--- src/rtl/spi_sched_pkg.sv ---
// ============================================================================
// Module      : spi_sched_pkg
// Description : Shared types and defaults for the SPI sensor scheduler slice.
// Revision    : 1.0 - initial release
// ============================================================================
`default_nettype none

package spi_sched_pkg;

   typedef enum logic [1:0] {
      ST_IDLE      = 2'd0,
      ST_WAIT_BUSY = 2'd1,
      ST_XFER      = 2'd2,
      ST_GAP       = 2'd3
   } sched_state_e;

   localparam int RX_W        = 32;
   localparam int DEF_GAP_CYC = 8;
   localparam int DEF_TMO_CYC = 400;

endpackage

`default_nettype wire

--- src/rtl/rr_picker.sv ---
// ============================================================================
// Module      : rr_picker
// Description : Combinational round-robin pick; first set request after 'last'.
// Revision    : 1.0 - initial release
// ============================================================================
`default_nettype none

module rr_picker #(
   parameter int NREQ = 4,
   parameter int SELW = 2
) (
   input  logic [NREQ-1:0] req,
   input  logic [SELW-1:0] last,
   output logic            any,
   output logic [SELW-1:0] idx
);

   logic [SELW-1:0] w_cand;

   // Offsets 1..NREQ visit every requester once, ending on 'last' itself.
   always_comb begin
      any    = 1'b0;
      idx    = '0;
      w_cand = '0;
      for (int k = 1; k <= NREQ; k++) begin
         w_cand = SELW'((int'(last) + k) % NREQ);
         if (!any && req[w_cand]) begin
            any = 1'b1;
            idx = w_cand;
         end
      end
   end

endmodule

`default_nettype wire

--- src/rtl/spi_sensor_scheduler.sv ---
// ============================================================================
// Module      : spi_sensor_scheduler
// Description : Round-robin sharing of one SPI master among NREQ requesters.
//               Optional handshake timeout: define SPI_SCHED_TIMEOUT_EN.
// Revision    : 1.0 - initial release
// ============================================================================
`default_nettype none

module spi_sensor_scheduler
   import spi_sched_pkg::*;
#(
   parameter int NREQ    = 4,
   parameter int SELW    = 2,
   parameter int GAP_CYC = DEF_GAP_CYC,
   parameter int TMO_CYC = DEF_TMO_CYC,
   parameter int CBITS   = 12
) (
   input  logic            clk,
   input  logic            rst,
   input  logic [NREQ-1:0] req,
   output logic [NREQ-1:0] grant,
   output logic [NREQ-1:0] rsp_valid,
   output logic [RX_W-1:0] rsp_data,
   output logic            rsp_err,
   output logic            spi_ena,
   output logic [SELW-1:0] spi_cs_sel,
   input  logic            spi_not_busy,
   input  logic [RX_W-1:0] spi_rx_data
);

   localparam logic [1:0] c_IDLE      = ST_IDLE;
   localparam logic [1:0] c_WAIT_BUSY = ST_WAIT_BUSY;
   localparam logic [1:0] c_XFER      = ST_XFER;
   localparam logic [1:0] c_GAP       = ST_GAP;

   localparam logic [SELW-1:0]  c_LAST_RST = SELW'(NREQ - 1);
   // GAP_CYC of 0 or 1 both leave GAP after a single cycle.
   localparam logic [CBITS-1:0] c_GAP_LAST = (GAP_CYC > 1) ? CBITS'(GAP_CYC - 1) : '0;

   logic [1:0]       r_state;
   logic [CBITS-1:0] r_cnt;
   logic [SELW-1:0]  r_last;
   logic [NREQ-1:0]  r_grant;
   logic [NREQ-1:0]  r_rsp_valid;
   logic [RX_W-1:0]  r_rsp_data;
   logic             r_spi_ena;
   logic [SELW-1:0]  r_cs_sel;

   logic             w_any;
   logic [SELW-1:0]  w_idx;
   logic [NREQ-1:0]  w_pick_oh;

`ifdef SPI_SCHED_TIMEOUT_EN
   localparam logic [CBITS-1:0] c_TMO_LAST = (TMO_CYC > 1) ? CBITS'(TMO_CYC - 1) : '0;
   logic r_rsp_err;
   logic w_tmo;
   assign w_tmo   = (r_cnt >= c_TMO_LAST);
   assign rsp_err = r_rsp_err;
`else
   assign rsp_err = 1'b0;
`endif

   rr_picker #(
      .NREQ (NREQ),
      .SELW (SELW)
   ) u_picker (
      .req  (req),
      .last (r_last),
      .any  (w_any),
      .idx  (w_idx)
   );

   assign w_pick_oh = NREQ'(1) << w_idx;

   always_ff @(posedge clk) begin
      if (rst) begin
         r_state     <= c_IDLE;
         r_cnt       <= '0;
         r_last      <= c_LAST_RST;
         r_grant     <= '0;
         r_rsp_valid <= '0;
         r_rsp_data  <= '0;
         r_spi_ena   <= 1'b0;
         r_cs_sel    <= '0;
`ifdef SPI_SCHED_TIMEOUT_EN
         r_rsp_err   <= 1'b0;
`endif
      end else begin
         r_rsp_valid <= '0;
         case (r_state)
            c_IDLE: begin
               r_spi_ena <= 1'b0;
               r_grant   <= '0;
               if (w_any) begin
                  r_grant   <= w_pick_oh;
                  r_cs_sel  <= w_idx;
                  r_last    <= w_idx;
                  r_spi_ena <= 1'b1;
                  r_cnt     <= '0;
                  r_state   <= c_WAIT_BUSY;
               end
            end

            c_WAIT_BUSY: begin
               if (!spi_not_busy) begin
                  r_spi_ena <= 1'b0;
                  r_cnt     <= '0;
                  r_state   <= c_XFER;
               end
`ifdef SPI_SCHED_TIMEOUT_EN
               else if (w_tmo) begin
                  r_spi_ena   <= 1'b0;
                  r_rsp_data  <= '0;
                  r_rsp_err   <= 1'b1;
                  r_rsp_valid <= r_grant;
                  r_grant     <= '0;
                  r_cnt       <= '0;
                  r_state     <= c_GAP;
               end else begin
                  r_cnt <= r_cnt + CBITS'(1);
               end
`endif
            end

            c_XFER: begin
               // The owner is answered even if its request has since dropped.
               if (spi_not_busy) begin
                  r_rsp_data  <= spi_rx_data;
                  r_rsp_valid <= r_grant;
                  r_grant     <= '0;
                  r_cnt       <= '0;
                  r_state     <= c_GAP;
`ifdef SPI_SCHED_TIMEOUT_EN
                  r_rsp_err   <= 1'b0;
               end else if (w_tmo) begin
                  r_spi_ena   <= 1'b0;
                  r_rsp_data  <= '0;
                  r_rsp_err   <= 1'b1;
                  r_rsp_valid <= r_grant;
                  r_grant     <= '0;
                  r_cnt       <= '0;
                  r_state     <= c_GAP;
               end else begin
                  r_cnt <= r_cnt + CBITS'(1);
`endif
               end
            end

            c_GAP: begin
               r_spi_ena <= 1'b0;
               r_grant   <= '0;
               if (r_cnt >= c_GAP_LAST) begin
                  r_cnt   <= '0;
                  r_state <= c_IDLE;
               end else begin
                  r_cnt <= r_cnt + CBITS'(1);
               end
            end

            default: begin
               r_spi_ena <= 1'b0;
               r_grant   <= '0;
               r_cnt     <= '0;
               r_state   <= c_IDLE;
            end
         endcase
      end
   end

   assign grant      = r_grant;
   assign rsp_valid  = r_rsp_valid;
   assign rsp_data   = r_rsp_data;
   assign spi_ena    = r_spi_ena;
   assign spi_cs_sel = r_cs_sel;

endmodule

`default_nettype wire

--- config.mk ---
export PLATFORM = sky130hd
export DESIGN_NAME = spi_sensor_scheduler
export DESIGN_NICKNAME = d
export VERILOG_FILES = /design/src/rtl/spi_sched_pkg.sv /design/src/rtl/rr_picker.sv /design/src/rtl/spi_sensor_scheduler.sv
export SDC_FILE = /design/constraint.sdc
export NUM_CORES = 1
export LEC_CHECK = 0
export CAP_MARGIN = 10
export CORE_MARGIN = 2
export CORE_UTILIZATION = 34
export CTS_BUF_LIST = sky130_fd_sc_hd__clkbuf_16
export CTS_CLUSTER_SIZE = 10
export DETAILED_ROUTE_END_ITERATION = 8
export REMOVE_ABC_BUFFERS = 1
export SLEW_MARGIN = 20
export SYNTH_ARGS = -nofsm -noshare
export SYNTH_HDL_FRONTEND = slang
export SYNTH_HIERARCHICAL = 1
export SYNTH_SLANG_ARGS = --single-unit
export TNS_END_PERCENT = 1
--- constraint.sdc ---
create_clock -name clk -period 2.1 [get_ports clk]
set_input_delay 0.525 -clock clk [delete_from_list [all_inputs] [get_ports clk]]
set_output_delay 0.525 -clock clk [all_outputs]
set_load 0.01 [all_outputs]
==> impl_results.md, run 1 <==
* Ys flop type: dfxtp_1
* Reg2reg end: r_state[0]
* Die X at 87.18 microns
* Asr flop ratio synth at 0%
* Final period util at 92.19%
* Min-Delay Path Class: flip-flop to flip-flop
* Vias in the first global route at 2018
* Final instance area at 3657 sq um
* Hold Path End: rsp_data[31]
* Dpl cells at 449
* Final setup fails at 0
* Ys Warns at 6
* Area of the die at 7599 sq um
* Total power at 3.792 mW
* Lkg Pwr at 1.358 nW
* Detailed Routing Iterations Pass 1 at 4
* Hold_ws at 450.8 ps
* CTS H-tree depth at 3
* WS Path Type: input pin to flip-flop
* Layout cells sized above 1 at 10.13%
* Number of fill cells at 645
* Grt ovf at 0
* Setup Fix Bufs, Post-CTS at 0
* Post-synthesis sequential area ratio at 50.21%
* Synth area leaders: dfxtp_1, nand2_1, a21oi_1, ha_1, nor2_1
* Syn_area_per_cell at 8.312 sq um
* DP Wirelength at 4304 microns
* Vias per cell at 4.703
* Final core utilization at 54.13%
* VDD IR max at 0.0004480 V
* Crit path max-delay family: simple AND/OR/NAND/NOR gates
* Vias at 2187
* Post-CTS resize count at 0
* Critical Path AT at 2190 ps
* Crit path launch type: input pin
* Cts bufs inserted at 9
* Hold-fix buffers at CTS at 0
* Pwr/cell area at 1037 nW/um^2
* Number of synthesized register bits at 59
* Yosys top cell area share at 50.21%
* Netlist cell types at 38
* Status: completed
* WP buf/inv at 1
* Post-Route WL at 6057 microns
* Initial core utilization at 34.81%
* Post-DRT Antenna Nets at 0
* Final Max Slew Viols at 0
* Clock tree buffer depth at 2
* Post-layout nets at 426
* CTS Sinks at 59
* ANT cells at 0
* CTS clock-pin slew for the worst setup and hold paths at 50 ps
* Initial drt markers at 106
* Max cap viols at 0
* Post-synth EDFFs at 0
* R2R cell count at 6
* I/O Pins at 83
* Port bufs at 81
* Final GP Congestion at 0.7066
* Synthesized cell area at 2352 sq um
* CP Cell Sequence: clkdlybuf4s50_1, mux2_4, or2_0, or3_1, a21oi_1
* Hold path depth at 2
* Global-route wire length before repair at 9715 microns
* Initial antenna violation count at 0
* Drc violations at 0
* Slowest stage cell on the critical path: clkdlybuf4s50_1
* Reg2Reg Setup Slack at 220 ps
* Core Box Area at 6756 sq um
* Clock Skew at 7.687 ps
* Worst-path fanout max at 4
* Critical Path RT at 2350 ps
* Clock Latency Late Sink at 320 ps
* Hold path startpoint: rsp_data[31]
* Tmin final at 1936 ps
* All-Layer GR Usage at 16.51%
* Post-DP Area at 3372 sq um
* Avg WL per Cell at 13.03 microns
* Final-report hold violation count at 0
* Crit-path max cell delay at 530 ps
* Area grow syn2layout at 55.48%
* Die Span Y at 87.18 microns
* CTS tree: built
* Largest net degree at the start of global routing at 37
* Fin cells at 465
* Root Driver: clkbuf_16
* R2r startpoint: r_state[1]
* RSZ-0062 raised after global routing: false
* Syn Inst Count at 283
* Setup crit end kind: flip-flop
* Fmax at 516.5 MHz
* Cell taking the most area after synthesis: dfxtp_1
* # rows at 30
==> per-stage QoR <==
stage	worst slack [ps]	TNS (ps)
2_1_floorplan	257.4	0
3_3_place_gp	-139.0	-979.3
3_5_place_dp	-147.7	-1157
4_1_cts	162.5	0
5_1_grt	45.63	0
6_report	164.0	0
==> synth_stat cells, types with 2 or more instances <==
cell / count
a32oi_1: 2
nor2b_1: 2
and2b_1: 2
ha_1: 7
clkbuf_1: 11
nand3_1: 5
nor3b_1: 4
nand2_1: 75
buf_2: 2
nand2b_1: 3
a21o_1: 2
a21oi_1: 45
inv_1: 6
xnor2_1: 5
o21ai_0: 2
a31oi_1: 3
nor4_1: 6
nor2_1: 19
nor4b_1: 3
dfxtp_1: 59
a22oi_1: 3
==> area by class of cell <==
cell class / count / area [sq um] / share of cell area (%)
clock buffers: 9 / 225.2 / 6.158
clock inverters: 7 / 60.06 / 1.642
inverters: 6 / 22.52 / 0.6158
multi-input cells: 202 / 1075 / 29.39
flip-flops and latches: 59 / 1181 / 32.30
well taps: 80 / 100.1 / 2.737
repair buffers: 102 / 993.5 / 27.16
==> worst max path at each step <==
stage,startpoint,endpoint,slack (ps),depth (start not counted)
2_1_floorplan,r_state[0],r_state[0],260,6
3_3_place_gp,spi_not_busy,r_cnt[8],-140,7
3_5_place_dp,spi_not_busy,r_state[0],-150,5
4_1_cts,spi_not_busy,r_cnt[10],160,7
5_1_grt,req[2],r_cnt[10],50,9
6_report,spi_not_busy,r_state[0],160,5
==> power by group <==
group          total (mW)  switching (mW)  internal [mW]  leakage, nW
registers            1.38           0.109           1.28        0.478
clock network        1.38           0.476          0.900        0.144
logic                1.03           0.480          0.552        0.736
==> registers in the layout, summed over array words and instances (netlist names) <==
name	cells
rsp_data	32
r_cnt	12
grant	4
rsp_valid	4
r_last	2
r_state	2
spi_cs_sel	2
spi_ena	1
==> tightest hold or removal path, delay by kind of cell (launching register included) <==
kind | cells | cell delay [ps]
flip-flops | 1 | 300
AND/OR/NAND/NOR | 1 | 50
AO/OA/AOI/OAI | 1 | 50
==> per-layer routing <==
layer  part of all wire [%]  GRT usage (%)  up-vias
li1                       -              -     1141
met1                     44          20.47      985
met2                     49          26.02       51
met3                    5.1          5.118       10
met4                    2.1          7.972        0
met5                      0              0        -
==> cells by family (layout without fill, tap and decap cells) <==
kind of cell,count (synthesis),after routing,share of synthesized area (%)
AOI/OAI and AO/OA,60,60,14.63
xor gates and xnor gates,5,5,1.862
adders and majority gates,7,7,3.723
buffers and inverters,22,124,4.096
DFF,59,59,50.21
muxes,2,2,1.064
other,1,1,0.1594
and+or+nand+nor,127,127,24.26
==> placed cells by master (no fill, tap or decap), types with 6 or more instances in the layout <==
cell type,count
nor2_1,19
dfxtp_1,59
nand2_1,75
ha_1,7
clkdlybuf4s50_1,81
buf_4,19
clkbuf_16,9
nor4_1,6
inv_1,7
a21oi_1,45
No activity file was read; power rests on OpenSTA's default activity.
==> run 2: changes to the inputs <==
--- a/config.mk
+++ b/config.mk
@@ -13,5 +13,5 @@
 export DETAILED_ROUTE_END_ITERATION = 8
 export REMOVE_ABC_BUFFERS = 1
-export SLEW_MARGIN = 20
+export SLEW_MARGIN = 25
 export SYNTH_ARGS = -nofsm -noshare
 export SYNTH_HDL_FRONTEND = slang
==> constraint.sdc (replaced) <==
create_clock -name clk -period 2.1 [get_ports clk]
set_input_delay 0.525 -clock clk [delete_from_list [all_inputs] [get_ports clk]]
set_output_delay 0.525 -clock clk [all_outputs]
set_load 0.05 [all_outputs]
==> impl_results.md, run 2 (synthesis gave the netlist of run 1 again) <==
* Fmax at 497.2 MHz (was 516.5 MHz)
* All-Layer GR Usage at 16.11% (was 16.51%)
* CP Capture Point: grant[2] (was r_state[0])
* Vias at 2209 (was 2187)
* Global-route wire length before repair at 9404 microns (was 9715 microns)
* CTS H-tree depth at 3 (unchanged)
* Initial drt markers at 70 (was 106)
* Worst-Margin Slew at 524.5 ps
* Die X at 87.18 microns (unchanged)
* RSZ-0062 raised after global routing: false (unchanged)
* Initial antenna violation count at 0 (unchanged)
* Crit path max-delay family: buffers and inverters (was simple AND/OR/NAND/NOR gates)
* Clock Latency Late Sink at 320 ps (about the same)
* Most frequent cells in the layout: clkdlybuf4s50_1, nand2_1, dfxtp_1, a21oi_1, buf_4 (was clkdlybuf4s50_1, nand2_1, dfxtp_1, a21oi_1)
* Avg WL per Cell at 12.74 microns (was 13.03 microns)
* Post-DP Area at 3364 sq um (was 3372 sq um)
* CTS clock-pin slew for the worst setup and hold paths at 50 ps (about the same)
* Min-Delay Path Class: flip-flop to flip-flop (unchanged)
* Grt ovf at 0 (unchanged)
* Cts bufs inserted at 9 (unchanged)
* Area of the die at 7599 sq um (unchanged)
* VDD IR max at 0.0004629 V (was 0.0004480 V)
* WS Path Type: flip-flop to primary output (was input pin to flip-flop)
* DP Wirelength at 4219 microns (was 4304 microns)
* CTS Sinks at 59 (unchanged)
* Crit path launch: grant[2] (was spi_not_busy)
* Area grow syn2layout at 56.17% (was 55.48%)
* Tmin final at 2011 ps (was 1936 ps)
* Largest net degree at the start of global routing at 37 (unchanged)
* Slack of the critical path at 88.82 ps (was 164.0 ps)
* Setup Fix Bufs, Post-CTS at 0 (unchanged)
* CTS tree: built (unchanged)
* Dpl ws at -152.6 ps (was -147.7 ps)
* Drc violations at 0 (unchanged)
* Pwr/cell area at 1161 nW/um^2 (was 1037 nW/um^2)
* Final setup fails at 0 (unchanged)
* Final period util at 95.77% (was 92.19%)
* Number of fill cells at 624 (was 645)
* Worst slew margin at 64.92%
* Hold path startpoint: rsp_data[18] (was rsp_data[31])
* Hold-fix buffers at CTS at 0 (unchanged)
* Lkg Pwr at 1.372 nW (was 1.358 nW)
* Final Max Slew Viols at 0 (unchanged)
* Clock tree buffer depth at 2 (unchanged)
* Final core utilization at 54.37% (was 54.13%)
* Die Span Y at 87.18 microns (unchanged)
* Post-CTS resize count at 0 (unchanged)
* Most common cell after layout, fill and taps aside: clkdlybuf4s50_1 (unchanged)
* Final instance area at 3674 sq um (was 3657 sq um)
* Layout cells sized above 1 at 10.65% (was 10.13%)
* CP Depth at 1 (was 5)
* WP buf/inv at 1 (unchanged)
* Final TNS setup at 0 ps (unchanged)
* FF/Latch Area at 1181 sq um (unchanged)
* Total power at 4.266 mW (was 3.792 mW)
* Core Box Area at 6756 sq um (unchanged)
* R2r startpoint: r_state[1] (unchanged)
* Crit-path max cell delay at 820 ps (was 530 ps)
* Critical Path AT at 1490 ps (was 2190 ps)
* Max cap viols at 0 (unchanged)
* Slowest stage cell on the critical path: clkdlybuf4s50_1 (unchanged)
* # rows at 30 (unchanged)
* Reg2reg end: r_state[0] (unchanged)
* Footprint of the multi-input gates at 1075 sq um (unchanged)
* Critical Path RT at 1570 ps (was 2350 ps)
* CP Cell Sequence: clkdlybuf4s50_1 (was clkdlybuf4s50_1, mux2_4, or2_0, or3_1, a21oi_1)
* Vias per cell at 4.751 (was 4.703)
* Post-Route WL at 5926 microns (was 6057 microns)
* Setup crit end kind: primary output (was flip-flop)
* Crit path launch type: flip-flop (was input pin)
* Post-layout nets at 426 (unchanged)
* Reg2Reg Setup Slack at 210 ps (was 220 ps)
* Max FFs per register at 32 (unchanged)
* Worst-path fanout max at 3 (was 4)
* Root Driver: clkbuf_16 (unchanged)
* Vias in the first global route at 1990 (was 2018)
* Clock Skew at 5.989 ps (was 7.687 ps)
* Port bufs at 81 (unchanged)
* Detailed Routing Iterations Pass 1 at 4 (unchanged)
* Final GP Congestion at 0.7132 (was 0.7066)
* ANT cells at 0 (unchanged)
* Status: completed (unchanged)
* I/O Pins at 83 (unchanged)
* Initial core utilization at 34.81% (unchanged)
* Final-report hold violation count at 0 (unchanged)
* R2R cell count at 6 (unchanged)
* Post-DRT Antenna Nets at 0 (unchanged)
[run 2: cell types whose count changed in the layout (fill, tap and decap cells not counted)]
cell,change
clkinv_2,-2
buf_4,+3
clkinv_1,+1
bufinv_16,+1
clkdlybuf4s50_1,-3
[run 2: worst min-delay path by stage]
stage / endpoint / slack, ps / cells past startpoint
final: rsp_data[18] / 450 / 2
after global routing: rsp_data[18] / 470 / 2
after CTS: rsp_data[18] / 450 / 2
after detailed placement: rsp_data[18] / 450 / 2
after global placement: rsp_data[18] / 440 / 2
after floorplan: r_cnt[11] / 440 / 2
[run 2: metrics by stage]
step / hold slack, ps / instances
after floorplan: 437.7 / 267
after global placement: 440.4 / 449
after detailed placement: 445.4 / 449
after CTS: 452.9 / 465
after global routing: 467.9 / 465
final: 450.6 / 465
[run 2: area by class of cell]
| cell class | count | share of cell area (%) |
|---|---|---|
| flip-flops and latches | 59 | 32.15 |
| clock buffers | 9 | 6.131 |
| multi-input cells | 202 | 29.26 |
| clock inverters | 7 | 2.282 |
| inverters | 6 | 0.6131 |
| well taps | 80 | 2.725 |
| repair buffers | 102 | 26.84 |
[run 2: power breakdown]
part / internal, mW / switching, mW
Sequential: 1.27 / 0.107
Combinational: 0.548 / 0.828
Clock: 1.02 / 0.487
[run 2: per-layer routing]
| metal | up-vias | track usage [%] | wire length, microns |
|---|---|---|---|
| met5 | - | 0 | 0 |
| met4 | 0 | 8.671 | 213 |
| met3 | 16 | 5.877 | 330 |
| met2 | 55 | 24.84 | 2781 |
| met1 | 992 | 19.54 | 2601 |
| li1 | 1146 | - | - |
==> run 3: changes to the inputs <==
Settings changed: HOLD_SLACK_MARGIN set to 0.08, SETUP_SLACK_MARGIN set to 0.1.
==> impl_results.md, run 3 (synthesis gave the netlist of run 1 again) <==
* Clk pwr share at 35.4% (about the same)
* Critical Path RT at 1570 ps (about the same)
* GRT met3 Usage at 5.877% (unchanged)
* Reg2Reg Setup Slack at 210 ps (about the same)
* Worst-Margin Slew at 524.5 ps (unchanged)
* Area grow syn2layout at 56.22% (was 56.17%)
* Hold path startpoint: rsp_data[18] (unchanged)
* Final GP Congestion at 0.7132 (unchanged)
* Hold Path End: rsp_data[18] (unchanged)
* VDD IR max at 0.0004629 V (about the same)
* Final TNS setup at 0 ps (unchanged)
* Max FFs per register at 32 (unchanged)
* Number of fill cells at 626 (was 624)
* WP buf/inv at 1 (unchanged)
* Busiest grt layer: met2 (unchanged)
* Die X at 87.18 microns (unchanged)
* Grt ovf at 0 (unchanged)
* Worst-path fanout max at 3 (unchanged)
* Global-route wire length before repair at 9404 microns (unchanged)
* Critical Path AT at 1490 ps (about the same)
* Crit path max-delay family: buffers and inverters (unchanged)
* CTS H-tree depth at 3 (unchanged)
* Met2 Track Usage GR at 24.84% (unchanged)
* Crit path launch type: flip-flop (unchanged)
* Lkg Pwr at 1.394 nW (was 1.372 nW)
* Met1 Usage GRT at 19.54% (unchanged)
* Die Span Y at 87.18 microns (unchanged)
* WS Path Type: flip-flop to primary output (unchanged)
* Tmin final at 2015 ps (was 2011 ps)
* Final period util at 95.95% (was 95.77%)
* CTS Sinks at 59 (unchanged)
* Dpl ws at -152.6 ps (unchanged)
* Clock Skew at 5.989 ps (unchanged)
* Reg2reg end: r_state[0] (unchanged)
* RSZ-0062 raised after global routing: true (was false)
* Sw Ratio at 33.35% (was 33.32%)
* Most frequent cells in the layout: clkdlybuf4s50_1, nand2_1, dfxtp_1, a21oi_1, buf_4 (unchanged)
* Final setup fails at 0 (unchanged)
* Post-Route WL at 5933 microns (was 5926 microns)
* Crit-path max cell delay at 820 ps (about the same)
* Layout cells sized above 1 at 10.65% (unchanged)
* Initial drt markers at 71 (was 70)
* Drc violations at 0 (unchanged)
* Initial core utilization at 34.81% (unchanged)
* Post-CTS resize count at 1 (was 0)
* CTS clock-pin slew for the worst setup and hold paths at 50 ps (about the same)
* Post-layout nets at 426 (unchanged)
* Port bufs at 81 (unchanged)
* Avg WL per Cell at 12.76 microns (was 12.74 microns)
* Final Max Slew Viols at 0 (unchanged)
* Detailed Routing Iterations Pass 1 at 4 (unchanged)
* Clock tree buffer depth at 2 (unchanged)
* Vias at 2207 (was 2209)
* Largest net degree at the start of global routing at 37 (unchanged)
* Vias per cell at 4.746 (was 4.751)
* Setup Fix Bufs, Post-CTS at 0 (unchanged)
* DP Wirelength at 4219 microns (unchanged)
* P_sw at 1.421 mW (was 1.422 mW)
* CP Cell Sequence: clkdlybuf4s50_1 (unchanged)
* Area of the die at 7599 sq um (unchanged)
* Worst slew margin at 64.92% (unchanged)
* Min-Delay Path Class: flip-flop to flip-flop (unchanged)
* Root Driver: clkbuf_16 (unchanged)
* Pwr/cell area at 1160 nW/um^2 (was 1161 nW/um^2)
* I/O Pins at 83 (unchanged)
* Final-report hold violation count at 0 (unchanged)
* Core Box Area at 6756 sq um (unchanged)
* Vias in the first global route at 1990 (unchanged)
* Max cap viols at 0 (unchanged)
* Status: completed (unchanged)
* Clock Latency Late Sink at 320 ps (about the same)
* Fmax at 496.3 MHz (was 497.2 MHz)
* Hold-fix buffers at CTS at 0 (unchanged)
* All-Layer GR Usage at 16.11% (unchanged)
* ANT cells at 0 (unchanged)
* Setup crit end kind: primary output (unchanged)
* Combinational share of power at 32.2% (was 32.3%)
* Power share of the sequential group at 32.4% (about the same)
* Slack of the critical path at 85.12 ps (was 88.82 ps)
* Cts bufs inserted at 9 (unchanged)
* Slowest stage cell on the critical path: clkdlybuf4s50_1 (unchanged)
* CTS tree: built (unchanged)
* Post-DRT Antenna Nets at 0 (unchanged)
* R2r startpoint: r_state[1] (unchanged)
* Most common cell after layout, fill and taps aside: clkdlybuf4s50_1 (unchanged)
* P_int at 2.840 mW (was 2.844 mW)
* # rows at 30 (unchanged)
* Hold_ws at 450.6 ps (unchanged)
* R2R cell count at 6 (unchanged)
* Total power at 4.261 mW (was 4.266 mW)
* Initial antenna violation count at 0 (unchanged)
* Hold path depth at 2 (unchanged)
==> run 3: changes by cell type in the layout (fill, tap and decap cells not counted) <==
cell             change
clkdlybuf4s50_1      -2
dlygate4sd2_1        +1
dlymetal6s2s_1       +1
==> run 3: worst max path at each step <==
| stage | startpoint | endpoint | slack [ps] | cells past startpoint |
|---|---|---|---|---|
| 3_3_place_gp | spi_not_busy | r_cnt[8] | -140 | 7 |
| 4_1_cts | grant[2] | grant[2] | 80 | 1 |
| 3_5_place_dp | spi_not_busy | r_state[0] | -150 | 5 |
| 5_1_grt | grant[2] | grant[2] | 50 | 1 |
| 6_report | grant[2] | grant[2] | 90 | 1 |
| 2_1_floorplan | r_state[0] | r_state[0] | 260 | 6 |
==> run 3: stage by stage <==
stage / area [sq um] / util [%] / cells
finish: 3675 / 54.39 / 465
global route: 3675 / 54.39 / 465
CTS: 3672 / 54.35 / 465
detailed placement: 3364 / 49.80 / 449
global placement: 3364 / 49.80 / 449
floorplan: 2278 / - / 267
==> run 3: layout make-up <==
class / instances / area (sq um) / area share [%]
flip-flops and latches: 59 / 1181 / 32.14
clock inverters: 7 / 83.83 / 2.281
clock buffers: 9 / 225.2 / 6.129
repair buffers: 102 / 987.2 / 26.86
inverters: 6 / 22.52 / 0.6129
multi-input cells: 202 / 1075 / 29.25
well taps: 80 / 100.1 / 2.724
==> run 3: metal layers <==
metal	part of all wire, %	up-vias
li1	-	1146
met1	44	993
met4	3.6	0
met2	47	52
met3	5.4	16
met5	0	-
==> run 3: power groups by stage <==
stage / Combinational (mW) / Sequential, mW / Clock [mW]
finish: 1.37 / 1.38 / 1.51
global route: 1.49 / 1.40 / 1.60
CTS: 1.38 / 1.38 / 1.54
detailed placement: 1.38 / 1.41 / 0
global placement: 1.37 / 1.40 / 0
floorplan: 0.457 / 1.79 / 0
